==> src/rtl/ycbcr_thresh_ctrl.sv <==
// Push-button configuration controller for the YCbCr skin-threshold stage.
// Debounced keys edit a shadow threshold bank that is committed to the outputs at frame start.
module ycbcr_thresh_ctrl #(
   parameter int unsigned DEBOUNCE_CYCLES = 1000000,
   parameter int unsigned REPEAT_DELAY    = 25000000,
   parameter int unsigned REPEAT_PERIOD   = 5000000,
   parameter int unsigned CNT_W           = 25
) (
   input  logic       clk,
   input  logic       rst_n,
   input  logic       key_dec,
   input  logic       key_inc,
   input  logic       key_sel,
   input  logic       frame_start,
   output logic [7:0] y_lo,
   output logic [7:0] y_hi,
   output logic [7:0] cb_lo,
   output logic [7:0] cb_hi,
   output logic [7:0] cr_lo,
   output logic [7:0] cr_hi,
   output logic [2:0] choice_led,
   output logic       cfg_pending,
   output logic [3:0] dbg_state_o
);

   typedef enum logic [1:0] {IDLE, WAIT, RPT} rpt_state_e;

   localparam logic [CNT_W-1:0] DEB_LAST = CNT_W'(DEBOUNCE_CYCLES - 1);
   localparam logic [CNT_W-1:0] DLY_LAST = CNT_W'(REPEAT_DELAY - 1);
   localparam logic [CNT_W-1:0] PER_LAST = CNT_W'(REPEAT_PERIOD - 1);
   localparam logic [7:0] RST_VAL [6] = '{8'd50, 8'd255, 8'd77, 8'd132, 8'd135, 8'd173};

   // Key bit order everywhere: 0 = dec, 1 = inc, 2 = sel
   logic [2:0]       keys;
   logic [2:0]       sync1_q, sync2_q, deb_q, deb_prev_q, press;
   logic [CNT_W-1:0] deb_cnt_q [3];

   rpt_state_e       rpt_state_q [2];
   logic [CNT_W-1:0] rpt_cnt_q [2];
   logic [1:0]       step_q;

   logic [7:0] shadow_q [6];
   logic [7:0] shadow_d [6];
   logic [7:0] active_q [6];
   logic [2:0] choice_q, choice_d, partner;
   logic       pending_q, changed;
   logic [7:0] cur;

   assign keys  = {key_sel, key_inc, key_dec};
   assign press = deb_q & ~deb_prev_q;

   always_ff @(posedge clk or negedge rst_n) begin
      if (!rst_n) begin
         sync1_q    <= '0;
         sync2_q    <= '0;
         deb_q      <= '0;
         deb_prev_q <= '0;
         for (int k = 0; k < 3; k++) deb_cnt_q[k] <= '0;
      end else begin
         sync1_q    <= keys;
         sync2_q    <= sync1_q;
         deb_prev_q <= deb_q;
         for (int k = 0; k < 3; k++) begin
            if (sync2_q[k] == deb_q[k]) begin
               deb_cnt_q[k] <= '0;
            end else if (deb_cnt_q[k] == DEB_LAST) begin
               deb_q[k]     <= ~deb_q[k];
               deb_cnt_q[k] <= '0;
            end else begin
               deb_cnt_q[k] <= deb_cnt_q[k] + 1'b1;
            end
         end
      end
   end

   // Auto-repeat FSMs for dec (0) and inc (1); a released key aborts without a step
   always_ff @(posedge clk or negedge rst_n) begin
      if (!rst_n) begin
         step_q <= '0;
         for (int k = 0; k < 2; k++) begin
            rpt_state_q[k] <= IDLE;
            rpt_cnt_q[k]   <= '0;
         end
      end else begin
         step_q <= '0;
         for (int k = 0; k < 2; k++) begin
            case (rpt_state_q[k])
               IDLE: begin
                  if (press[k]) begin
                     step_q[k]      <= 1'b1;
                     rpt_cnt_q[k]   <= '0;
                     rpt_state_q[k] <= WAIT;
                  end
               end
               WAIT: begin
                  if (!deb_q[k]) begin
                     rpt_state_q[k] <= IDLE;
                  end else if (rpt_cnt_q[k] == DLY_LAST) begin
                     step_q[k]      <= 1'b1;
                     rpt_cnt_q[k]   <= '0;
                     rpt_state_q[k] <= RPT;
                  end else begin
                     rpt_cnt_q[k] <= rpt_cnt_q[k] + 1'b1;
                  end
               end
               RPT: begin
                  if (!deb_q[k]) begin
                     rpt_state_q[k] <= IDLE;
                  end else if (rpt_cnt_q[k] == PER_LAST) begin
                     step_q[k]    <= 1'b1;
                     rpt_cnt_q[k] <= '0;
                  end else begin
                     rpt_cnt_q[k] <= rpt_cnt_q[k] + 1'b1;
                  end
               end
               default: rpt_state_q[k] <= IDLE;
            endcase
         end
      end
   end

   // Lo entries are even, hi entries odd, so the pair partner is index ^ 1
   always_comb begin
      shadow_d = shadow_q;
      changed  = 1'b0;
      partner  = choice_q ^ 3'd1;
      cur      = shadow_q[choice_q];
      if (step_q[1] && !step_q[0]) begin
         if (cur != 8'hFF && !(!choice_q[0] && cur == shadow_q[partner])) begin
            shadow_d[choice_q] = cur + 8'd1;
            changed            = 1'b1;
         end
      end else if (step_q[0] && !step_q[1]) begin
         if (cur != 8'h00 && !(choice_q[0] && cur == shadow_q[partner])) begin
            shadow_d[choice_q] = cur - 8'd1;
            changed            = 1'b1;
         end
      end
      choice_d = choice_q;
      if (press[2]) choice_d = (choice_q == 3'd5) ? 3'd0 : choice_q + 3'd1;
   end

   always_ff @(posedge clk or negedge rst_n) begin
      if (!rst_n) begin
         for (int i = 0; i < 6; i++) begin
            shadow_q[i] <= RST_VAL[i];
            active_q[i] <= RST_VAL[i];
         end
         choice_q  <= '0;
         pending_q <= 1'b0;
      end else begin
         shadow_q <= shadow_d;
         choice_q <= choice_d;
         if (changed) pending_q <= 1'b1;
         else if (frame_start && pending_q) pending_q <= 1'b0;
         if (frame_start && pending_q) active_q <= shadow_q;
      end
   end

   assign y_lo        = active_q[0];
   assign y_hi        = active_q[1];
   assign cb_lo       = active_q[2];
   assign cb_hi       = active_q[3];
   assign cr_lo       = active_q[4];
   assign cr_hi       = active_q[5];
   assign choice_led  = choice_q;
   assign cfg_pending = pending_q;
   assign dbg_state_o = {rpt_state_q[1], rpt_state_q[0]};

endmodule
==> config.mk <==
export PLATFORM = sky130hd
export DESIGN_NAME = ycbcr_thresh_ctrl
export DESIGN_NICKNAME = d
export VERILOG_FILES = /design/src/rtl/ycbcr_thresh_ctrl.sv
export SDC_FILE = /design/constraint.sdc
export NUM_CORES = 1
export LEC_CHECK = 0
export ABC_AREA = 1
export ABC_CLOCK_PERIOD_IN_PS = 2900
export CAP_MARGIN = 20
export CORE_ASPECT_RATIO = 1.1
export CORE_MARGIN = 1.5
export CORE_UTILIZATION = 63
export CTS_BUF_LIST = sky130_fd_sc_hd__clkbuf_8
export CTS_CLUSTER_DIAMETER = 200
export DETAILED_ROUTE_END_ITERATION = 6
export MAX_ROUTING_LAYER = met4
export PLACE_DENSITY = 0.83
export SETUP_SLACK_MARGIN = 0.15
export SLEW_MARGIN = 20
export SYNTH_ARGS = -nofsm -noshare
export SYNTH_HDL_FRONTEND = slang
export SYNTH_SLANG_ARGS = --single-unit
==> constraint.sdc <==
create_clock -name clk -period 2.9 [get_ports clk]
set_input_delay 0.29 -clock clk [delete_from_list [all_inputs] [get_ports clk]]
set_output_delay 0.29 -clock clk [all_outputs]
set_load 0.01 [all_outputs]
; ---- Word level (Yosys, flattened, before mapping)
; Cells that the tools add are included.
[classes]
order_cmp = 3
muxes = 61
eq_ne = 28
n_bitwise = 11
reduce_logical = 29
add_sub_neg = 8
[ops]
columns = op, count
row1 = two-way mux 25 bit, 16
row2 = two-way mux 48 bit, 4
row3 = one-hot mux 25 bit (3 select lines), 2
row4 = "adder 25 x 1 -> 25 bit, second input constant", 5
row5 = bitwise mux 48 bit, 2
row6 = "== test 25 x 20 -> 1 bit, second input constant", 3
row7 = "== test 25 x 23 -> 1 bit, second input constant", 2
row8 = "== test 25 bit, second input constant", 2
row9 = binary-select mux 8 bit (select 3 bit), 2
row10 = two-way mux 8 bit, 5
row11 = demux 8 bit (select 3 bit), 1
row12 = two-way mux 1 bit, 16
row13 = two-way mux 2 bit, 8
row14 = "inequality test 2 bit, second input constant", 8
row15 = one-hot mux 2 bit (3 select lines), 2
row16 = AND reduction 3 bit, 3
row17 = "adder 8 x 1 -> 8 bit, second input constant", 1
row18 = == test 8 bit, 1
row19 = ">= comparator 4 bit, second input constant", 2
row20 = logical AND 1 bit, 8
row21 = "inequality test 8 bit, second input constant", 1
row22 = NOT 3 -> 4 bit, 2
row23 = AND reduction 4 bit, 2
row24 = nonzero test 8 bit, 1
row25 = other kinds (19), 41
[totals]
regBits = 243
inputBits = 6
word_cells = 168
out_inout_bits = 56

; ---- Depth between registers and ports, before layout
[depth]
word_depth = 13
depth_mapped = 21
mapped_depth_nobuf = 18

; ---- Worst setup path before layout
; No wires, ideal clock.
[synth_path]
path_type = reg2reg
startpoint = register choice_q[0], in the netlist choice_led[0]
endpoint = register shadow_q[31] (netlist name)
path_stages_with_launch = 19
required_time_ns = 2.781
setup_time_ns = 0.119
n_path_buf = 5
arrival_time_ns = 2.361
synth_period_minus_slack_ns = 2.480
path_slack_ns = 0.420
cell_sequence = dfrtp_1 > buf_6 > buf_2 > o211ai_1 > nand2_1 > nor2_1 > buf_4 > ha_1 > inv_1 > nor3_2 > nand2_1 > nand2_1 > nand2_1 > nand2_2 > nand2_4 > buf_6 > buf_6 > nand4_1 > nand2_1
[synth_via]
elab_chain_cells = 11
word_cells_on_any_way = 35
cone_classes = 2 x add/sub / 2 x order compare / 3 x eq/ne / 14 x mux / 3 x bitwise / 11 x reduce/logical
[synth_rtl]
columns = element, line_no
row1 = "start, declared", 45  ; logic [2:0] choice_q, choice_d, partner;
row2 = "start signal, assigned", 153  ; choice_q <= choice_d;
row3 = branches (longest 11 deep; another with subtractor 8 x 1 -> 8 bit), -
row4 = "end signal, assigned by index", 146  ; shadow_q[i] <= RST_VAL[i];
row5 = "end signal, assigned", 152  ; shadow_q <= shadow_d;
row6 = "end, declared", 42  ; logic [7:0] shadow_q [6];
; Parallel ways; which one is timed is not known. The select of a mux whose other input is x is not followed.
; A chain may end at the register's enable or synchronous reset.

==> flow_metrics.py <==
metrics = {
    "run_status": {
        "result_of_the_run": "complete, no violations",
    },
    "yosys": {
        "yosys_register_bits": 243,
        "ys_seq_area_share_pct": 47.19,
        "synthesis.nets": 1687,
        "post_synthesis_cell_area_sq_um": 13020,
        "synth.distinct_cells": 48,
        "synth_xor_area_share_pct": 1.681,
        "share_of_synthesized_cell_area_in_full_adder_half_adder_and_majority_cells_pct": 1.633,
        "synthesis.area_per_instance_sq_um": 7.827,
        "number_of_instances_in_the_synthesized_netlist": 1664,
        "synth_compound_gate_area_share_pct": 8.291,
        "synth_mux_area_share_pct": 2.411,
        "synth_warnings": 0,
        "post_synth_and_or_nand_nor_area_fraction_pct": 31.44,
        "main_combinational_cell_family_by_area_after_synthesis": "simple AND/OR/NAND/NOR gates",
    },
    "power": {
        "netSwitchingFraction_pct": 22.57,
        "ir_drop_v": 0.0003855,
        "power.share.sequential_pct": 51.4,
        "clock_power_share_pct": 46.6,
        "power.combinational.fraction_pct": 2.0,
        "power_per_cell_area_nw_per_um2": 436.5,
        "static-leakage-power_uw": 0.007101,
        "power_switching_uw": 1501,
        "internal_power_uw": 5152,
    },
    "floorplan": {
        "die_width_microns": 140.1,
        "design.die.area_sq_um": 21550,
        "io_pins": 62,
        "number_of_cell_rows": 54,
        "core_region_area_sq_um": 20070,
        "initial_core_utilization_pct": 64.90,
        "die_h_microns": 153.8,
    },
    "layout": {
        "n_antenna_cell": 0,
        "layout_cells_sized_above_1_pct": 14.29,
        "final-instance-count-excl-fill": 2072,
        "postLayoutCellArea_sq_um": 15240,
        "synthToLayoutAreaGrowth_pct": 17.03,
        "fin_nets": 1810,
    },
    "critical_path": {
        "timing.critical_path.slowest_stage_cell": "sky130_fd_sc_hd__dfrtp_2",
        "worstSetupPathType": "flop to flop",
        "critical_path.max_fanout": 9,
        "crit_buf_inv": 3,
        "path_cells": "buf_4, nor2_8, buf_4, o211ai_2, nand3_2, nand2_1, nand2_1, nand2_1, nor2_2, nand3_1, nand2_4, nand2_8, buf_4, nand4_1, nand2_1",
        "worst_setup_path_start_kind": "flop",
        "critical-path-max-stage-delay_ns": 0.49,
        "worst_setup_path_end_kind": "flop",
        "path_depth": 15,
        "arrival_time_worst_endpoint_ns": 3.08,
        "path_common_cell": "sky130_fd_sc_hd__nand2_1",
        "cp_data_required_time_ns": 3.33,
        "r2r_cell_count": 15,
        "critical-path-top-delay-family": "simple AND/OR/NAND/NOR gates",
    },
    "worst_hold_path": {
        "min_delay_path_depth": 1,
        "hold_path.class": "input pin to flop",
    },
    "sta": {
        "max-slew-margin-rel_pct": 41.75,
        "grt_setup_unrepaired": "yes",
        "worstMarginPinSlew_ns": 0.8684,
        "finalClockSkew_ns": 0.04048,
        "fmax_mhz": 376.9,
        "hold_violations": 0,
        "slew_viol_final": 0,
        "setup_tns_ns": 0,
        "final_period_minus_worst_setup_slack_ns": 2.653,
        "post-route-period-util_pct": 91.48,
        "timing.final.setup_violations": 0,
    },
    "placed_design": {
        "dpl.hpwl_microns": 22660,
        "placedInstanceArea_sq_um": 14110,
        "buffer_ports.inserted": 61,
        "placedCellCount": 1983,
        "finalWeightedCongestion": 1.017,
    },
    "global_routing": {
        "grt_max_degree": 84,
        "number_of_antenna_violations_at_the_first_check_in_global_routing": 0,
        "track_usage_pct": 30.89,
        "global_route.overflow_total": 0,
        "via_count_of_the_first_global_routing_pass": 11030,
        "global_route_wire_length_before_repair_microns": 52450,
    },
    "detailed_routing": {
        "drt-wirelength-per-cell_microns": 15.76,
        "initialDrtViolationCount": 1067,
        "drtAntennaViolNets": 0,
        "1st_pass_router_iterations": 6,
        "drcViolationCount": 0,
        "drt_wl_total_microns": 32650,
        "dr_vias": 11970,
        "avgViaCountPerCell": 5.779,
    },
    "clocking": {
        "clkTransAtPathRegs_ns": 0.08,
        "clock-sinks": 243,
        "cts_htree_levels": 2,
        "tritoncts.num_buffers": 41,
        "cts_tree": "yes",
        "cts.root.buffer_cell": "sky130_fd_sc_hd__clkbuf_8",
        "worst_skew_pair.late_latency_ns": 0.57,
        "cts-root-to-sink-buffers": 3,
    },
    "run": {
        "maxCapViolCount": 0,
    },
}
flip-flops by register name (all words and copies together), names as in the netlist, named ones only:
register / cells
cb_hi: 8
cb_lo: 8
cfg_pending: 1
choice_led: 3
cr_hi: 8
cr_lo: 8
dbg_state_o: 4
deb_cnt_q: 75
deb_prev_q: 3
deb_q: 3
rpt_cnt_q: 50
shadow_q: 42
step_q: 2
sync1_q: 3
sync2_q: 3
y_hi: 8
y_lo: 8
layout make-up:
class | instances | area [sq um]
Inverter | 182 | 685.7
Clock inverter | 27 | 161.4
Clock buffer | 49 | 674.4
Fill cell | 1481 | 4825
Sequential cell | 243 | 6153
Timing Repair Buffer | 124 | 1140
Multi-Input combinational cell | 1195 | 6112
Tap cell | 252 | 315.3
logic make-up after synthesis:
kind of cell | count (synthesis)
AND/OR/NAND/NOR | 933
flip-flops | 243
XOR/XNOR | 25
AO/OA/AOI/OAI | 190
multiplexers | 28
buffers and inverters | 228
adder cells (fa/ha/maj) | 17
repair_timing:
action / CTS / global route
hold endpoints to repair: 51 / 0
resized for setup: 8 / 39
hold buffers: 1 / 0
pin swaps: 0 / 8
endpoints found under the setup margin: 48 / 62
gates cloned: 0 / 2
buffers inserted: 1 / 9
power by group through the flow:
stage               clock network, uW  logic, uW  registers [uW]
CTS                              3150        136            3420
floorplan                           0       35.3            3480
finish                           3100        131            3420
global placement                    0        130            3480
global route                     3300        153            3420
detailed placement                  0        134            3480
synth_stat cells, drive strengths merged:
master    n  area share (%)
o211ai    5            0.40
nand3b    1           0.058
dfrtp   191              37
or2       3            0.14
o22ai     1           0.048
mux2i     1           0.077
a31oi     8            0.38
a21oi    51             2.0
a211oi    5            0.29
o21a      9            0.52
nor4     32             1.5
nand4    73             3.5
o31ai     2            0.12
and3      3            0.14
nand3   117             4.6
o221a     4            0.35
a22oi     1           0.058
xnor2     4            0.27
xor2     21             1.4
nand2   457              13
nor3     67             2.6
buf      28             1.6
clkbuf   18            0.52
dfstp    52              10
nor3b     6            0.35
clkinv    3           0.086
o41ai     1           0.067
mux2     27             2.3
inv     179             5.2
o21ai    98             3.8
ha       17             1.6
nor2    174             5.2
o21bai    1           0.058
a221oi    3            0.20
o211a     1           0.077
layout by cell type (no fill, tap or decap), types with 7 or more instances in the layout:
master,count
sky130_fd_sc_hd__ha_1,17
sky130_fd_sc_hd__clkdlybuf4s50_1,60
sky130_fd_sc_hd__nor2_1,163
sky130_fd_sc_hd__nand3_1,105
sky130_fd_sc_hd__dfrtp_1,187
sky130_fd_sc_hd__nand2_1,447
sky130_fd_sc_hd__nor4_1,32
sky130_fd_sc_hd__nand3_2,7
sky130_fd_sc_hd__inv_1,189
sky130_fd_sc_hd__o21a_1,9
sky130_fd_sc_hd__dfstp_2,52
sky130_fd_sc_hd__nand2_2,7
sky130_fd_sc_hd__a21oi_1,51
sky130_fd_sc_hd__buf_4,57
sky130_fd_sc_hd__a31oi_1,7
sky130_fd_sc_hd__nor3_1,65
sky130_fd_sc_hd__mux2_2,27
sky130_fd_sc_hd__clkbuf_8,49
sky130_fd_sc_hd__xor2_1,21
sky130_fd_sc_hd__nor2_2,7
sky130_fd_sc_hd__o21ai_0,92
sky130_fd_sc_hd__inv_2,10
sky130_fd_sc_hd__nand4_1,73
routing by layer:
layer | part of all wire, % | track usage [%]
met5 | 0 | -
met4 | 4.2 | 11.78
met3 | 6.6 | 5.419
met2 | 48 | 50.68
met1 | 41 | 38.51
final timing paths:
path / startpoint / end / slack, ns
worst max-delay path: choice_led[1] / flop / 0.25
worst min-delay path: key_inc / sync1_q[1] / 0.20
worst max register to register: choice_led[1] / flop / 0.25
worst min register to register: sync1_q[2] / sync2_q[2] / 0.35
max in group asynchronous: rst_n / y_lo[4] / 1.64
min in group asynchronous: rst_n / cr_hi[1] / 0.32
stage by stage:
stage	power (uW)	hold WS (ns)	util, %	setup WS (ns)
CTS	6707	0.1736	74.77	0.1708
floorplan	3510	-0.005591	-	0.4205
detailed placement	3611	0.3326	70.33	0.01118
global placement	3606	0.3296	70.33	0.08761
global route	6873	0.1707	75.96	0.07148
finish	6653	0.1954	75.96	0.2470
Power figures use the tool's default switching activity.
